<file path="config.mk">
export PLATFORM = sky130hd
export DESIGN_NAME = imem_loader
export DESIGN_NICKNAME = d
export VERILOG_FILES = /design/src/rtl/imem_loader_pkg.sv /design/src/rtl/imem_loader.sv
export SDC_FILE = /design/constraint.sdc
export NUM_CORES = 1
export LEC_CHECK = 0
export ABC_AREA = 1
export CORE_UTILIZATION = 50
export CTS_BUF_LIST = sky130_fd_sc_hd__clkbuf_4
export CTS_CLUSTER_DIAMETER = 80
export DETAILED_ROUTE_END_ITERATION = 10
export GPL_TIMING_DRIVEN = 1
export PLACE_DENSITY = 0.85
export SLEW_MARGIN = 20
export SYNTH_ARGS = -nofsm -noshare
export SYNTH_HDL_FRONTEND = slang
export SYNTH_SLANG_ARGS = --single-unit
</file>
<file path="constraint.sdc">
create_clock -name clk -period 3.05 [get_ports clk]
set_input_delay 0.61 -clock clk [delete_from_list [all_inputs] [get_ports clk]]
set_output_delay 0.61 -clock clk [all_outputs]
set_load 0.1 [all_outputs]
</file>
<file path="src/rtl/imem_loader_pkg.sv">
// Shared types and constants for the instruction memory loader.
package imem_loader_pkg;

    localparam int BYTES_PER_WORD = 3;
    localparam int LEN_WIDTH      = 16;

    typedef enum logic [3:0] {
        IDLE,
        LEN_LO,
        LEN_HI,
        B0,
        B1,
        B2,
        WRITE,
        CHK,
        DONE,
        ERROR
    } state_e;

endpackage

</file>
<file path="src/rtl/imem_loader.sv">
// Assembles framed host bytes into instructions and writes them to imem,
// holding the pipeline in reset until the load finishes.
module imem_loader
    import imem_loader_pkg::*;
#(
    parameter int INSTR_WIDTH = 19,
    parameter int ADDR_WIDTH  = 12
) (
    input  logic                   clk,
    input  logic                   rst,
    input  logic                   init,
    input  logic [7:0]             byteIn,
    input  logic                   byteValid,
    output logic                   byteReady,
    output logic                   imemWrite,
    output logic [ADDR_WIDTH-1:0]  imemAddress,
    output logic [INSTR_WIDTH-1:0] imemWriteData,
    output logic                   cpuHold,
    output logic                   busy,
    output logic                   done,
    output logic                   error
);

    localparam int          HI_W      = INSTR_WIDTH - 16;
    localparam int unsigned MAX_WORDS = 1 << ADDR_WIDTH;

    state_e                   state_q, state_d;
    logic [LEN_WIDTH-1:0]     len_q, len_d;
    logic [ADDR_WIDTH:0]      idx_q, idx_d;
    logic [7:0]               chk_q, chk_d;
    logic [7:0]               b0_q, b0_d;
    logic [7:0]               b1_q, b1_d;
    logic [ADDR_WIDTH-1:0]    addr_q, addr_d;
    logic [INSTR_WIDTH-1:0]   wdata_q, wdata_d;
    logic                     done_q, done_d;
    logic                     error_q, error_d;

    logic                     xfer;
    logic [LEN_WIDTH-1:0]     len_in;
    logic [ADDR_WIDTH:0]      idx_inc;

    assign byteReady = state_q inside {LEN_LO, LEN_HI, B0, B1, B2, CHK};
    assign busy      = !(state_q inside {IDLE, DONE, ERROR});
    assign cpuHold   = busy;
    assign imemWrite = (state_q == WRITE);

    assign imemAddress   = addr_q;
    assign imemWriteData = wdata_q;
    assign done          = done_q;
    assign error         = error_q;

    assign xfer    = byteValid & byteReady;
    assign len_in  = {byteIn, len_q[7:0]};
    assign idx_inc = idx_q + (ADDR_WIDTH + 1)'(1);

    always_comb begin
        state_d = state_q;
        len_d   = len_q;
        idx_d   = idx_q;
        chk_d   = chk_q;
        b0_d    = b0_q;
        b1_d    = b1_q;
        addr_d  = addr_q;
        wdata_d = wdata_q;
        done_d  = done_q;
        error_d = error_q;

        unique case (state_q)
            IDLE, DONE, ERROR: begin
                if (init) begin
                    state_d = LEN_LO;
                    done_d  = 1'b0;
                    error_d = 1'b0;
                    chk_d   = 8'h00;
                    idx_d   = '0;
                end
            end
            LEN_LO: begin
                if (xfer) begin
                    len_d[7:0] = byteIn;
                    chk_d      = chk_q ^ byteIn;
                    state_d    = LEN_HI;
                end
            end
            LEN_HI: begin
                if (xfer) begin
                    len_d = len_in;
                    chk_d = chk_q ^ byteIn;
                    if (len_in == '0) begin
                        state_d = CHK;
                    end else if (32'(len_in) > MAX_WORDS) begin
                        state_d = ERROR;
                        error_d = 1'b1;
                    end else begin
                        state_d = B0;
                    end
                end
            end
            B0: begin
                if (xfer) begin
                    b0_d    = byteIn;
                    chk_d   = chk_q ^ byteIn;
                    state_d = B1;
                end
            end
            B1: begin
                if (xfer) begin
                    b1_d    = byteIn;
                    chk_d   = chk_q ^ byteIn;
                    state_d = B2;
                end
            end
            B2: begin
                if (xfer) begin
                    // Upper bits beyond the instruction width must be zero.
                    if (byteIn[7:HI_W] != '0) begin
                        state_d = ERROR;
                        error_d = 1'b1;
                    end else begin
                        chk_d   = chk_q ^ byteIn;
                        addr_d  = idx_q[ADDR_WIDTH-1:0];
                        wdata_d = {byteIn[HI_W-1:0], b1_q, b0_q};
                        state_d = WRITE;
                    end
                end
            end
            WRITE: begin
                idx_d = idx_inc;
                if (LEN_WIDTH'(idx_inc) == len_q) begin
                    state_d = CHK;
                end else begin
                    state_d = B0;
                end
            end
            CHK: begin
                if (xfer) begin
                    if ((chk_q ^ byteIn) == 8'h00) begin
                        state_d = DONE;
                        done_d  = 1'b1;
                    end else begin
                        state_d = ERROR;
                        error_d = 1'b1;
                    end
                end
            end
            default: begin
                state_d = IDLE;
            end
        endcase
    end

    always_ff @(posedge clk or posedge rst) begin
        if (rst) begin
            state_q <= IDLE;
            len_q   <= '0;
            idx_q   <= '0;
            chk_q   <= '0;
            b0_q    <= '0;
            b1_q    <= '0;
            addr_q  <= '0;
            wdata_q <= '0;
            done_q  <= 1'b0;
            error_q <= 1'b0;
        end else begin
            state_q <= state_d;
            len_q   <= len_d;
            idx_q   <= idx_d;
            chk_q   <= chk_d;
            b0_q    <= b0_d;
            b1_q    <= b1_d;
            addr_q  <= addr_d;
            wdata_q <= wdata_d;
            done_q  <= done_d;
            error_q <= error_d;
        end
    end

endmodule

</file>
==> results.cfg <==
[setup_path]
critPathCaptureType = primary output
slowest_stage = dfrtp_1
r2r_slack_ns = 0.94
critPathMaxStageDelay_ns = 0.45
critPathMaxFanout = 5
crit_required_ns = 2.44
cp.arrival_ns = 1.88
path_common_cell = inv_1
crit_family = buffers and inverters
path_buf_inv = 3
crit_path_cell_trace = nor2_1 > inv_1 > a21oi_1 > inv_1 > buf_4
path_class = register to primary output
cp-start-kind = register

[layout]
antenna_cells = 0
final_common_cell = nand2_1
syn_to_final_growth_pct = 13.90
final_cell_count_no_fill = 660
drive_gt1_share_pct = 16.40
nFillCells = 716
final_cell_mix = nand2_1, dfrtp_1, o21ai_0, inv_1, buf_4
layout.cell_area.non_filler_sq_mm = 0.004921
final_net_count = 563

[clock_network]
hold_buffers = 0
clk_path_buf_depth = 2
clock-root-buffer = clkbuf_4
cts_setup_buffers = 0
clk_latency_ns = 0.44
ctsResizeCount = 0
clk_pin_slew_ns = 0.15
clkSinkCount = 90
cts_max_level = 3
cts_inserted_buffers = 9
cts_tree = yes

[sta]
relSlewSlack_pct = 58.20
skew_ns = 0.02209
min_period_ns = 2.489
slew_viol_final = 0
fmax_mhz = 401.8
setup_viol = 0
finalCritPeriodShare_pct = 81.60
tns_ns = 0
rsz0062_at_grt = false
worst_pin_slew_ns = 0.6227
hold_viol = 0

[drt]
antenna_left = 0
wl_mm = 9.695
drc = 0
avgRoutedWirePerCell_um = 14.69
viasPerCell = 5.426
first_pass_iters = 5
drt_iter0_drc = 314
via_count = 3581

[power]
p_int_mw = 2.094
power_density_mw_per_mm2 = 773.4
power_mw = 3.806
comb_power_share_pct = 40.9
ir_worst_vdd_mv = 0.3972
p_switching_mw = 1.711
leakage_nw = 2.501
pwr-share-seq_pct = 43.8
pwr-share-clk_pct = 15.3
switching_share_pct = 44.97

[placed_design]
dp_cells = 644
detailed_place_hpwl_mm = 6.924
io_buffers = 48
place_area_sq_mm = 0.004807
gp_congestion = 0.8805

[logic_synthesis]
synth_top_cell_by_area = dfrtp_1
synth_cell_type_count = 32
synth_top_area_share_pct = 52.13
ys_seq_area_share_pct = 52.13
ys_ff_latch = 90
synth_cells = 500
netlist_area_sq_mm = 0.004320
avgSynthCellArea_sq_um = 8.641
synth_area_leaders = dfrtp_1, nand2_1, o21ai_0
ys_warn_count = 0
postSynthNetCount = 513

[floorplan]
io_pins = 49
die_w_um = 94.96
start_util_pct = 52.06
coreArea_sq_mm = 0.008299
rows = 33
dieArea_sq_mm = 0.009016
fp.dieH_um = 94.96

[grt]
grt_start_max_net_pins = 56
grt.total_usage_pct = 23.53
grt_overflow = 0
antenna_found_initial = 0
grt_pass1_wl_mm = 16.14
grt_pass1_vias = 3425

[run_status]
status = finished, final reports clean

[flow_run]
drv_cap = 0

[worst_hold_path]
hp-class = register to register
## stage by stage
stage	hold slack (ns)	utilization, %	setup WS, ns
finish	0.5074	59.29	0.5611
CTS	0.5075	59.29	0.5683
floorplan	0.4492	-	0.1047
global route	0.5276	59.29	0.4294
detailed placement	0.4720	57.92	0.4346
global placement	0.4570	57.92	0.5138
## cells by family after synthesis
kind of cell / count (synthesis) / share of synthesized area [%]
mux: 16 / 5.039
flops: 90 / 52.13
compound gates: 86 / 10.43
buf+inv: 69 / 6.487
simple gates: 225 / 22.36
xor+xnor: 13 / 3.272
fa+ha+maj: 1 / 0.2896
## Yosys cell counts, drive strengths merged
cell type,count
clkbuf,2
xnor2,5
nand3b,4
nand2,145
o22ai,11
a21oi,5
nand3,29
nor2,35
clkinv,1
nand4,6
nor4,1
buf,9
dfrtp,90
inv,57
o21ai,69
xnor3,2
xor2,6
o211ai,1
nor3,4
and2,1
ha,1
mux2,16
## power groups by stage
stage          Clock (mW)  Combinational [mW]  Sequential [mW]
2_1_floorplan           0                1.11             1.76
3_3_place_gp            0                1.50             1.68
3_5_place_dp            0                1.54             1.69
4_1_cts             0.588                1.55             1.67
5_1_grt             0.642                1.72             1.70
6_report            0.582                1.56             1.67
## state kept, by name, indices dropped and copies added (netlist names)
| signal | cells |
|---|---|
| imemWriteData | 19 |
| len_q | 16 |
| idx_q | 13 |
| imemAddress | 12 |
| b0_q | 8 |
| b1_q | 8 |
| chk_q | 8 |
| state_q | 4 |
| done | 1 |
| error | 1 |
## layout make-up
| type | count | area [sq um] | area share, % |
|---|---|---|---|
| clock buffers | 9 | 67.56 | 1.373 |
| clock inverters | 7 | 46.29 | 0.9408 |
| inverters | 58 | 220.2 | 4.475 |
| multi-input cells | 341 | 1788 | 36.33 |
| flip-flops and latches | 90 | 2252 | 45.77 |
| well taps | 105 | 131.4 | 2.670 |
| repair buffers | 50 | 415.4 | 8.441 |
## metal layers
layer	vias to the layer above	global-route usage [%]	routed length [um]
met5	-	0	0
met4	0	8.207	178
met3	19	3.784	639
met2	126	38.01	4583
met1	1720	32.12	4293
li1	1716	-	-
## path summary, 6_finish.rpt
path                                         from  cells past startpoint                             to
setup / recovery           state_q[2]$_DFFE_PP0P_                      5                           busy
hold / removal                b0_q[0]$_DFFE_PP0P_                      2            b0_q[0]$_DFFE_PP0P_
setup reg to reg           state_q[1]$_DFFE_PP0P_                     10  imemWriteData[14]$_DFFE_PP0P_
hold reg to reg               b0_q[0]$_DFFE_PP0P_                      2            b0_q[0]$_DFFE_PP0P_
max in group asynchronous                     rst                      3            b0_q[2]$_DFFE_PP0P_
min in group asynchronous                     rst                      2  imemWriteData[11]$_DFFE_PP0P_
## worst min-delay path: cells and delay by family (launching register included)
kind / cells / cell delay (ns)
DFF: 1 / 0.37
AOI/OAI and AO/OA: 1 / 0.06
and+or+nand+nor: 1 / 0.05
No activity file was read; power rests on OpenSTA's default activity.
